===== src/rtl/rle_flash_fetch.sv =====
// rle_flash_fetch
//   QSPI flash fetch controller that streams 16-bit RLE words to the RLE video
//   decoder. A small prefetch FIFO keeps data ahead of the decoder. The decoder
//   consumes words with a read_next/data_ready handshake. stop_data aborts the
//   stream. The consumer address can be cleared, saved and reloaded so that a
//   frame can be restarted or repeated.
//
//   Flash protocol: Quad Output Fast Read (0x6B). The command and a 24-bit
//   address go out on d0. Eight dummy periods follow, then nibbles on d[3:0].
//   One bit period is two clk cycles: sck is low, then high. Outputs change
//   when sck falls. spi_d_in is sampled on the clk edge where sck falls.
//
// Parameters
//   BASE_ADDR   byte address used by reset and clear_addr
//   END_ADDR    last word address before wrapping (only with RLE_FETCH_WRAP_EN)
//   FIFO_DEPTH  number of prefetched words held (2..4)
//   CS_HIGH     minimum clk cycles spi_cs_n stays high between transactions
//
// Configuration macro
//   RLE_FETCH_WRAP_EN  when defined, the fetch stream wraps from END_ADDR back
//                      to BASE_ADDR by starting a new transaction. The consumer
//                      address wraps the same way. When undefined, the read is
//                      one linear stream that wraps only at 2^24.
//
// Ports
//   clk, rstn                 clock, synchronous active-low reset
//   read_next                 consume the head word (ignored while data_ready=0)
//   stop_data                 abort stream, flush FIFO, stay idle while high
//   data_ready, data[15:0]    FIFO non-empty flag and FIFO head word
//   save_addr                 saved_addr <= next unconsumed word address
//   load_addr                 cur_addr <= saved_addr, flush, restart
//   clear_addr                cur_addr <= BASE_ADDR, flush, restart
//   spi_cs_n, spi_sck         flash chip select and clock (clk/2)
//   spi_d_out, spi_d_oe       flash data out and per-bit output enables
//   spi_d_in                  flash data in
module rle_flash_fetch #(
    parameter logic [23:0] BASE_ADDR  = 24'h000000,
    parameter logic [23:0] END_ADDR   = 24'hFFFFFE,
    parameter int          FIFO_DEPTH = 2,
    parameter int          CS_HIGH    = 2
) (
    input  logic        clk,
    input  logic        rstn,
    input  logic        read_next,
    input  logic        stop_data,
    output logic        data_ready,
    output logic [15:0] data,
    input  logic        save_addr,
    input  logic        load_addr,
    input  logic        clear_addr,
    output logic        spi_cs_n,
    output logic        spi_sck,
    output logic [3:0]  spi_d_out,
    output logic [3:0]  spi_d_oe,
    input  logic [3:0]  spi_d_in
);

    localparam logic [7:0]  CMD_QREAD = 8'h6B;
    localparam logic [23:0] BASE_W    = {BASE_ADDR[23:1], 1'b0};

    typedef enum logic [2:0] {S_GAP, S_CMD, S_ADDR, S_DUMMY, S_DATA, S_IDLE} state_t;

    state_t      state;
    logic [7:0]  gap_cnt;
    logic        ph;           // 0: sck-low half of the bit period, 1: sck-high half
    logic [4:0]  bit_cnt;
    logic [1:0]  nib_cnt;
    logic [23:0] shreg;        // bits still to be sent after the one on d0
    logic [11:0] word_sh;
    logic        land_vld;     // completed word waiting one clk to enter the FIFO
    logic [15:0] land_data;
    logic [23:0] fetch_addr;   // address of the word being fetched or fetched next
    logic [23:0] cur_addr;
    logic [23:0] saved_addr;

    logic [15:0] mem [0:3];
    logic [1:0]  rd_ptr;
    logic [1:0]  wr_ptr;
    logic [2:0]  count;

    logic        flush;
    logic        pop;
    logic [2:0]  occ;
    logic        slot_free;
    logic [23:0] cur_step;
    logic [23:0] cur_nxt;
    logic [23:0] unconsumed;
    logic        fetch_last;

    function automatic logic [1:0] ptr_inc(input logic [1:0] p);
        return (p == 2'(FIFO_DEPTH - 1)) ? 2'd0 : p + 2'd1;
    endfunction

    assign flush      = stop_data | load_addr | clear_addr;
    assign data_ready = (count != 3'd0);
    assign data       = mem[rd_ptr];
    assign pop        = read_next && data_ready;
    // A landed word already owns a slot, so it is counted as occupied.
    assign occ        = count + {2'b00, land_vld};
    assign slot_free  = (occ < 3'(FIFO_DEPTH));

`ifdef RLE_FETCH_WRAP_EN
    localparam logic [23:0] END_W = {END_ADDR[23:1], 1'b0};
    assign cur_step   = (cur_addr == END_W) ? BASE_W : cur_addr + 24'd2;
    assign fetch_last = (fetch_addr == END_W);
`else
    logic unused_end_addr;
    assign unused_end_addr = ^END_ADDR;
    assign cur_step   = cur_addr + 24'd2;
    assign fetch_last = 1'b0;
`endif

    // clear_addr has priority over load_addr. A pop only moves the address
    // when no address op happens in the same clk.
    always_comb begin
        cur_nxt = cur_addr;
        if (clear_addr)
            cur_nxt = BASE_W;
        else if (load_addr)
            cur_nxt = saved_addr;
        else if (pop)
            cur_nxt = cur_step;
    end

    assign unconsumed = pop ? cur_step : cur_addr;

    // Consumer address tracking. A load reads the old saved_addr.
    always_ff @(posedge clk) begin
        if (!rstn) begin
            cur_addr   <= BASE_W;
            saved_addr <= BASE_W;
        end else begin
            cur_addr <= cur_nxt;
            if (save_addr)
                saved_addr <= unconsumed;
        end
    end

    // Prefetch FIFO control
    always_ff @(posedge clk) begin
        if (!rstn) begin
            rd_ptr <= 2'd0;
            wr_ptr <= 2'd0;
            count  <= 3'd0;
        end else if (flush) begin
            rd_ptr <= 2'd0;
            wr_ptr <= 2'd0;
            count  <= 3'd0;
        end else begin
            if (land_vld)
                wr_ptr <= ptr_inc(wr_ptr);
            if (pop)
                rd_ptr <= ptr_inc(rd_ptr);
            count <= count + {2'b00, land_vld} - {2'b00, pop};
        end
    end

    // FIFO storage
    always_ff @(posedge clk) begin
        if (land_vld)
            mem[wr_ptr] <= land_data;
    end

    // Transaction FSM with registered flash pins
    always_ff @(posedge clk) begin
        if (!rstn) begin
            state      <= S_GAP;
            gap_cnt    <= 8'd0;
            ph         <= 1'b0;
            bit_cnt    <= 5'd0;
            nib_cnt    <= 2'd0;
            land_vld   <= 1'b0;
            fetch_addr <= BASE_W;
            spi_cs_n   <= 1'b1;
            spi_sck    <= 1'b0;
            spi_d_out  <= 4'd0;
            spi_d_oe   <= 4'd0;
        end else if (flush) begin
            state      <= stop_data ? S_IDLE : S_GAP;
            gap_cnt    <= 8'd0;
            ph         <= 1'b0;
            nib_cnt    <= 2'd0;
            land_vld   <= 1'b0;
            fetch_addr <= cur_nxt;
            spi_cs_n   <= 1'b1;
            spi_sck    <= 1'b0;
            spi_d_out  <= 4'd0;
            spi_d_oe   <= 4'd0;
        end else begin
            land_vld <= 1'b0;
            case (state)
                S_IDLE: begin
                    state   <= S_GAP;
                    gap_cnt <= 8'd0;
                end
                S_GAP: begin
                    if (gap_cnt >= 8'(CS_HIGH - 1)) begin
                        state     <= S_CMD;
                        spi_cs_n  <= 1'b0;
                        ph        <= 1'b0;
                        bit_cnt   <= 5'd0;
                        shreg     <= {CMD_QREAD[6:0], 17'd0};
                        spi_d_out <= {3'b000, CMD_QREAD[7]};
                        spi_d_oe  <= 4'b0001;
                    end else begin
                        gap_cnt <= gap_cnt + 8'd1;
                    end
                end
                default: begin
                    if (!ph) begin
                        // Hold sck low at a word boundary until the word has a slot.
                        if (state != S_DATA || nib_cnt != 2'd0 || slot_free) begin
                            spi_sck <= 1'b1;
                            ph      <= 1'b1;
                        end
                    end else begin
                        spi_sck <= 1'b0;
                        ph      <= 1'b0;
                        case (state)
                            S_CMD: begin
                                if (bit_cnt == 5'd7) begin
                                    state     <= S_ADDR;
                                    bit_cnt   <= 5'd0;
                                    shreg     <= {fetch_addr[22:0], 1'b0};
                                    spi_d_out <= {3'b000, fetch_addr[23]};
                                end else begin
                                    bit_cnt   <= bit_cnt + 5'd1;
                                    shreg     <= {shreg[22:0], 1'b0};
                                    spi_d_out <= {3'b000, shreg[23]};
                                end
                            end
                            S_ADDR: begin
                                if (bit_cnt == 5'd23) begin
                                    state     <= S_DUMMY;
                                    bit_cnt   <= 5'd0;
                                    spi_d_out <= 4'd0;
                                    spi_d_oe  <= 4'd0;
                                end else begin
                                    bit_cnt   <= bit_cnt + 5'd1;
                                    shreg     <= {shreg[22:0], 1'b0};
                                    spi_d_out <= {3'b000, shreg[23]};
                                end
                            end
                            S_DUMMY: begin
                                if (bit_cnt == 5'd7) begin
                                    state   <= S_DATA;
                                    nib_cnt <= 2'd0;
                                end else begin
                                    bit_cnt <= bit_cnt + 5'd1;
                                end
                            end
                            S_DATA: begin
                                word_sh <= {word_sh[7:0], spi_d_in};
                                if (nib_cnt == 2'd3) begin
                                    land_vld  <= 1'b1;
                                    land_data <= {word_sh, spi_d_in};
                                    nib_cnt   <= 2'd0;
                                    if (fetch_last) begin
                                        // End of window: restart at BASE and keep the FIFO.
                                        fetch_addr <= BASE_W;
                                        state      <= S_GAP;
                                        gap_cnt    <= 8'd0;
                                        spi_cs_n   <= 1'b1;
                                    end else begin
                                        fetch_addr <= fetch_addr + 24'd2;
                                    end
                                end else begin
                                    nib_cnt <= nib_cnt + 2'd1;
                                end
                            end
                            default: ;
                        endcase
                    end
                end
            endcase
        end
    end

endmodule


===== config.mk =====
export PLATFORM = sky130hd
export DESIGN_NAME = rle_flash_fetch
export DESIGN_NICKNAME = d
export VERILOG_FILES = /design/src/rtl/rle_flash_fetch.sv
export SDC_FILE = /design/constraint.sdc
export NUM_CORES = 1
export LEC_CHECK = 0
export ABC_AREA = 1
export BUFFER_PORTS_ARGS = -buffer_cell sky130_fd_sc_hd__clkbuf_2
export CORE_ASPECT_RATIO = 0.6
export CORE_MARGIN = 2
export CORE_UTILIZATION = 60
export CTS_CLUSTER_DIAMETER = 50
export CTS_CLUSTER_SIZE = 16
export DETAILED_ROUTE_END_ITERATION = 6
export PLACE_DENSITY = 0.88
export SYNTH_ARGS = -nofsm -noshare
export SYNTH_HDL_FRONTEND = slang
export SYNTH_SLANG_ARGS = --single-unit

===== constraint.sdc =====
create_clock -name clk -period 10.17 [get_ports clk]
set_input_delay 3.051 -clock clk [delete_from_list [all_inputs] [get_ports clk]]
set_output_delay 3.051 -clock clk [all_outputs]
set_load 0.01 [all_outputs]

* After elaboration in Yosys (flattened, before gate mapping)
Memories as Yosys holds them, arrays and structs flattened. A register that Yosys moved wholly into a read port is not among the register bits. Cells that the tools add are included.
Storage, ports and cells: bits in registers 161, bits in writable memories 64, input bits 11, output and inout port bits 27, logic and storage cells 154, memories kept 1
Memories:
- mem | words 4, width 16, read ports 1, clocked after memory_dff 1, wr ports 1, RTL line 76 | logic [15:0] mem [0:3];
Operators by class: add/sub/neg operators 9, magnitude comparators 2, eq/ne operators 21, mux-type cells 59, bitwise operators 8, reduce and logical (&&, ||, !) cells 35
Operators by type and width (number):
- 2-to-1 mux 24 bit | 12
- case mux 24 bit (2 select lines) | 2
- adder 24 x 2 -> 24 bit, second input constant | 2
- 2-to-1 mux 5 bit | 5
- 2-to-1 mux 4 bit | 6
- case mux 4 bit (2 select lines) | 3
- 2-to-1 mux 3 bit | 7
- nonzero test 2 bit | 10
- AND reduction 6 bit | 3
- case mux 8 bit (2 select lines) | 1
- != test 5 bit, second input constant | 3
- case mux 5 bit (3 select lines) | 1
- 2-to-1 mux 2 bit | 6
- != test 3 bit, second input constant | 4
- AND reduction 4 bit | 3
- 2-to-1 mux 1 bit | 10
- case mux 5 bit (2 select lines) | 1
- AND reduction 5 bit | 2
- case mux 3 bit (3 select lines) | 1
- adder 8 x 1 -> 8 bit, second input constant | 1
- greater-or-equal comparator 8 x 1 -> 1 bit, second input constant | 1
- 2-to-1 mux 8 bit | 1
- AND reduction 2 bit | 4
- nonzero test 4 bit | 2
- other kinds (27) | 43

* Logic depth before layout (Yosys ltp)
Gate-level depths: netlist (run 1).
word-level depth 6, depth in mapped cells 12, mapped depth without buffers 11

* Worst setup path after synthesis (run 1)
OpenSTA, ideal clock, no wires.
path kind in2reg, start input port stop_data, end register shreg[10] (enable), setup time 0.432 ns, data arrival time 5.351 ns, required time 9.738 ns, path slack 4.387 ns, cell stages on the path 6, path buffers 1, path through inv_1 nand3_4 nor2_4 inv_2 buf_2 nor3_1
Between the ends: longest elaborated chain between the ends 4
Ends and longest elaborated chain:
- from (decl) | RTL line 45 | input logic stop_data,
- bitwise OR 1 bit (2 in series) | RTL line 94 | assign flush = stop_data | load_addr | clear_addr;
- NOT 1 bit (no source line)
- AND reduction 7 bit (no source line)
- to (signal assigned) | RTL line 202 | shreg <= {CMD_QREAD[6:0], 17'd0};
- to (signal assigned) | RTL line 224 | shreg <= {fetch_addr[22:0], 1'b0};
- to (signal assigned) | RTL line 228 | shreg <= {shreg[22:0], 1'b0};
- to (decl) | RTL line 68 | logic [23:0] shreg;
No other way between the ends. A chain may end at the register's enable or synchronous reset.

==> metrics.yaml, run 1 <==
clkTransAtPathRegs_ps: 70
irDropWorstVdd_uv: 87.7
vias: 7765
worstPathRequired_ps: 7120
synth.avg_cell_area_um2: 9.05
async_reset_ff_share_pct: 0
rows: 36
hold_slack_ps: 427
setup_viol: 0
avgViaCountPerCell: 5.83
grt_max_degree: 46
arrival_ps: 3090
cp_cell_sequence: "inv_1, o21ai_0, o22ai_1, clkbuf_2"
setup_tns_ps: 0
synth_edf_count: 115
worstSetupPathType: "register to primary output"
synth_area_um2: 9880
die_x_um: 170
numCtsBuffers: 18
cts_max_level: 1
cpMaxStageDelayCell: "dfxtp_1"
nNetsFinal: 1134
post_cts_resized: 0
drv_cap: 0
hold_class: "register to register"
dieArea_um2: 17600
power_frac_clock_pct: 38.9
grt_antenna_before_repair: 0
synth_seq_area_share_pct: 56.2
ys_ff_latch: 220
area_growth_syn_to_layout_pct: 8.13
utilization_pct: 66.1
wl_um: 22500
cp_num_buf_inv: 2
fillers: 1177
cts_tree: "done"
hold_viol: 0
post_drt_wl_per_cell_um: 16.9
cp.depth: 4
syn-instance-count: 1092
worstSetupEndpointType: "primary output"
rr_endpoint: "shreg[9]"
grt_first_pass_wirelength_um: 35300
post_cts_buffers: 0
root_buffer: "clkbuf_16"
cp-endpoint: "data[2]"
slowest_delay_ps: 1060
p_int_uw: 1320
critPathMaxFanout: 33
portBuffers: 31
place_hpwl_um: 15600
grt_overflow: 0
worst_slew_pin_slew_ps: 1110
first_iter_violations: 939
cts_buffer_depth: 3
ys_types: 53
grtUsageTotal_pct: 25.5
hold_buffers: 0
cts_sinks: 220
p_comb_share_pct: 5.2
power.net_switching_uw: 385
grt_pass1_vias: 6955
multiInputGateArea_um2: 3650
p_per_area_nw_per_um2: 160
p_sw_share_pct: 22.5
core_um2: 16200
reg2reg_depth: 10
min_period_ps: 6140
ys.flop_type: "edfxtp_1"
final.period_utilization_pct: 60.3
r2r_start: "state[0]"
gp_congestion: 0.949
final-max-slew-violation-count: 0
seqPwrFrac_pct: 55.9
drc_errors: 0
outcome: "complete, no violations"
antenna_left: 0
fmax_ghz: 0.163
diodes: 0
start_util_pct: 61.1
cellLeakagePower_uw: 0.00420
clock_skew_ps: 23.4
maxSlewHeadroom_pct: 25.8
r2r_slack_ps: 7670
worst_setup_path_start_kind: "register"
drtPass1Iterations: 5
rsz0062_at_grt: "no"
yosysWarnings: 0
die_h_um: 103
seq_area_um2: 5560
critPathTopFamily: "flip-flops"
drive_above_1_share_pct: 11.8
clock_latency_ps: 500
io_pins: 38
how the worst min path moves through the flow:
stage                startpoint             to  slack [ps]  cells after the start
finish              word_sh[11]  land_data[15]         430                      0
global route        word_sh[11]  land_data[15]         430                      0
CTS                 word_sh[11]  land_data[15]         430                      0
detailed placement  word_sh[11]  land_data[15]         410                      0
global placement     word_sh[8]  land_data[12]         410                      0
floorplan            word_sh[8]  land_data[12]         400                      0
per-stage QoR:
step / total power (µW) / worst slack [ps] / area (µm²) / std cells
finish: 1710 / 4030 / 10700 / 1332
global route: 1760 / 3870 / 10700 / 1332
CTS: 1710 / 4100 / 10700 / 1332
detailed placement: 1060 / 4040 / 10100 / 1300
global placement: 1060 / 4220 / 10100 / 1300
floorplan: 1040 / 4390 / 9900 / 1097
routing by layer:
layer  GRT usage [%]  vias up  part of all wire (%)
li1                -     3701                     -
met1            38.0     3626                    45
met2            39.4      404                    43
met3            4.76       34                   9.8
met4            5.65        0                   1.5
met5               0        -                     0
cell usage after synthesis, types with 2 or more instances:
library cell / n / area (µm²)
nand3b_1: 2 / 15.0
nand3_4: 2 / 35.0
edfxtp_1: 115 / 3450
o21ai_0: 79 / 395
buf_1: 3 / 11.3
inv_2: 15 / 56.3
dfxtp_1: 105 / 2100
a31o_2: 2 / 17.5
nand2_1: 168 / 631
nor2_2: 10 / 62.6
xor2_1: 11 / 96.3
inv_4: 2 / 12.5
a21oi_1: 59 / 295
ha_1: 12 / 150
nand4_1: 16 / 100
o22ai_1: 19 / 119
inv_1: 107 / 402
nor2_4: 10 / 113
a21boi_0: 2 / 15.0
a211oi_1: 2 / 15.0
o211ai_1: 11 / 82.6
and3_1: 3 / 18.8
or2_2: 11 / 68.8
buf_6: 3 / 33.8
nor3_1: 13 / 65.1
buf_2: 4 / 20.0
nand2_2: 8 / 50.1
nand3_2: 2 / 20.0
nor2_1: 140 / 526
o21ai_1: 24 / 120
nor3_2: 2 / 20.0
xnor2_1: 5 / 43.8
nand2_4: 3 / 33.8
nand3_1: 72 / 360
buf_4: 10 / 75.1
clkbuf_1: 22 / 82.6
a22oi_1: 2 / 15.0
area by class of cell:
class                      count  area share, %
clock inverter                 3          0.211
sequential                   220           52.0
timing repair buffer          37           1.87
clock buffer                  29           4.89
multi-input combinational    709           34.1
inverter                     125           4.45
tap                          209           2.45
flip-flops by register name, summed over array words and instances (netlist names), named ones only:
signal and count:
fetch_addr 24, spi_sck 1, spi_d_out 1, land_vld 1, mem 64, land_data 16
spi_d_oe 1, bit_cnt 5, rd_ptr 2, shreg 23, nib_cnt 2, spi_cs_n 1
gap_cnt 8, state 3, saved_addr 24, ph 1, count 3, cur_addr 24
wr_ptr 2, word_sh 12
power groups by stage:
stage	sequential, µW	clock (µW)	combinational (µW)
after floorplan	969	0	69.7
after global placement	973	0	83.0
after detailed placement	974	0	86.3
after CTS	954	667	87.4
after global routing	956	701	98.5
final	955	666	89.0
logic make-up after synthesis:
kind of cell,count (synthesis),synth area share [%]
compound gates,206,11.5
xor+xnor,16,1.42
fa+ha+maj,12,1.52
buf+inv,168,7.11
flops,220,56.2
other cells,1,0.0379
simple gates,469,22.2
cell usage in the layout, fill, tap and decap left out, drive strengths merged:
| cell | count |
|---|---|
| dfxtp | 105 |
| a21oi | 59 |
| xnor2 | 5 |
| nand4 | 16 |
| nor3 | 16 |
| and2 | 1 |
| a211oi | 2 |
| xor2 | 11 |
| edfxtp | 115 |
| nor2b | 1 |
| clkbuf | 60 |
| o211ai | 11 |
| nor2 | 160 |
| clkinv | 3 |
| o22ai | 19 |
| and3 | 3 |
| nor4 | 1 |
| o21ai | 103 |
| nand2 | 180 |
| a31o | 2 |
| inv | 125 |
| o31ai | 1 |
| nand3 | 76 |
| a21boi | 4 |
| ha | 12 |
| nand3b | 2 |
| buf | 6 |
| or2 | 12 |
| a32o | 1 |
| a22oi | 2 |
| nor3b | 1 |
| a2bb2oi | 1 |
| conb | 6 |
| o211a | 1 |
worst register-to-register path: stages, from the launching register on:
cell and delay (ps):
dfxtp_1 370, inv_4 120, nand2_2 80, nor2_4 310
inv_2 270, nand2_1 170, nand2_1 140, inv_1 120
nand2_1 100, nor3_2 130, buf_4 340
Note: power is estimated with default switching activity, not from simulation.
==> inputs of run 2 (changes only) <==
- clock period: 10.17 -> 5.87 ns (I/O delays scaled with it)
==> run 2 against run 1 <==
Compared with the run above:
- clock skew down 7.5 ps
- flip-flop and latch count unchanged
- count of clock-buffer cells in the layout is 2 lower
- sequential share of layout area is 0.12 points lower
- total power increased by 73%
- sequential power increased by 73%
- utilization grew 0.15 points
- clock power rose by 71%
- routed wire length decreased by 0.34%
- largest cell class unchanged
- highest routed layer unchanged
==> metrics.yaml, run 2 (synthesized netlist as in run 1, its figures left out) <==
cts_sinks: 220  # unchanged
fin_ws_ps: 1800  # -2230 ps
first_iter_violations: 976  # +3.9%
portBuffers: 31  # unchanged
avgViaCountPerCell: 5.84  # +0.18%
setup_viol: 0  # unchanged
r2r_start: "bit_cnt[0]"
worst_setup_path_start_kind: "register"
post_drt_wl_per_cell_um: 16.8  # -0.64%
setup_tns_ps: 0  # unchanged
drv_cap: 0  # unchanged
rsz0062_at_grt: "no"
maxSlewHeadroom_pct: 25.1  # -0.77 points
grt_first_pass_wirelength_um: 35400  # +0.31%
grt_pass1_vias: 6973  # +0.26%
grt_overflow: 0  # unchanged
whs_endpoint: "land_data[15]"
start_util_pct: 61.1  # unchanged
cts_tree: "done"
drc_errors: 0  # unchanged
drtPass1Iterations: 5  # unchanged
post_cts_buffers: 0  # unchanged
root_buffer: "clkbuf_16"
arrival_ps: 2310  # -780 ps
nNetsFinal: 1139  # +0.44%
drive_above_1_share_pct: 12.2  # +0.40 points
post-place-ws_ps: 1700  # -2340 ps
clock_latency_ps: 490  # about the same
holdPathStages: 0  # unchanged
final.period_utilization_pct: 69.3
grtUsageTotal_pct: 25.8  # +0.23 points
worstSetupEndpointType: "primary output"
rr_endpoint: "shreg[23]"
grt_max_degree: 45  # -2.2%
fmax_ghz: 0.246
antenna_left: 0  # unchanged
wl_um: 22400  # -0.34%
final_cell_mix: "168 x nand2_1, 140 x nor2_1, 115 x edfxtp_1, 107 x inv_1, 105 x dfxtp_1"
r2r_slack_ps: 3400  # -4270 ps
hold_viol: 0  # unchanged
io_pins: 38  # unchanged
hold_class: "register to register"
worst_slew_pin_slew_ps: 1120  # +8.94 ps
die_x_um: 170  # unchanged
irDropWorstVdd_uv: 192  # +120%
hold_slack_ps: 419  # -7.97 ps
core_um2: 16200  # unchanged
rows: 36  # unchanged
clock_skew_ps: 15.9  # -7.54 ps
worstPathRequired_ps: 4110  # -3010 ps
reg2reg_depth: 8  # -2
post_cts_resized: 0  # unchanged
outcome: "complete, no violations"
cts_max_level: 1  # unchanged
diodes: 0  # unchanged
layout_commonest_cell: "nand2_1"
place_hpwl_um: 15400  # -0.89%
numCtsBuffers: 18  # unchanged
fin_area_um2: 10700  # +0.23%
final-max-slew-violation-count: 0  # unchanged
min_period_ps: 4070
fillers: 1164  # -1.1%
placed_cell_area_um2: 10200  # +0.37%
hold_start: "word_sh[11]"
clkTransAtPathRegs_ps: 70  # about the same
area_growth_syn_to_layout_pct: 8.38
vias: 7802  # +0.48%
hold_buffers: 0  # unchanged
die_h_um: 103  # unchanged
largest_register_ffs: 64  # unchanged
critPathMaxFanout: 33  # unchanged
gp_congestion: 0.941  # -0.81%
cellLeakagePower_uw: 0.00422  # +0.50%
worstSetupPathType: "register to primary output"
p_per_area_nw_per_um2: 275  # +72%
grt_antenna_before_repair: 0  # unchanged
cts_buffer_depth: 3  # unchanged
dieArea_um2: 17600  # unchanged
fin_cells: 1336  # +0.30%
top_register: "mem"
dp.cells: 1305  # +0.38%
run 2: changes by cell type in the layout (fill, tap and decap cells not counted), sizes merged:
| cell | previous run | this run |
|---|---|---|
| inv | 125 | 126 |
| buf | 6 | 11 |
| clkbuf | 60 | 58 |
run 2: routing by layer:
layer / vias to the layer above / global-route usage, % / part of all wire, %
met5: - / 0 / 0
met4: 0 / 8.02 / 2.4
met3: 51 / 5.75 / 11
met2: 437 / 38.5 / 43
met1: 3608 / 37.9 / 44
li1: 3706 / - / -
run 2: report_power, final:
group,internal (µW),switching (µW)
sequential,1630,22.3
combinational,47.9,108
clock,603,538
run 2: how the worst max path moves through the flow:
| stage | from | to | slack (ps) | cells past startpoint |
|---|---|---|---|---|
| detailed placement | load_addr | word_sh[11] | 1700 | 7 |
| finish | register | data[6] | 1800 | 5 |
| floorplan | stop_data | shreg[10] | 1380 | 6 |
| global route | register | data[6] | 1610 | 5 |
| global placement | clear_addr | word_sh[11] | 1840 | 7 |
| CTS | register | data[6] | 1790 | 5 |
run 2: worst max-delay path, stage by stage (launching register included):
cell and delay (ps):
dfxtp_1 300, buf_4 230, inv_1 710, o21ai_0 250
o22ai_1 160, clkbuf_2 160
run 2: final cells by class:
type | count | area (µm²) | share of cell area [%]
repair buffers | 42 | 238 | 2.22
multi-input cells | 709 | 3650 | 34.1
well taps | 209 | 262 | 2.44
flip-flops and latches | 220 | 5560 | 51.9
clock inverters | 4 | 27.5 | 0.257
inverters | 125 | 475 | 4.44
clock buffers | 27 | 505 | 4.72
run 2: metrics by stage:
| stage | power (µW) | util (%) |
|---|---|---|
| after global routing | 3040 | 66.2 |
| after global placement | 1830 | 63.0 |
| after CTS | 2960 | 66.2 |
| after detailed placement | 1840 | 63.0 |
| final | 2950 | 66.2 |
| after floorplan | 1800 | - |
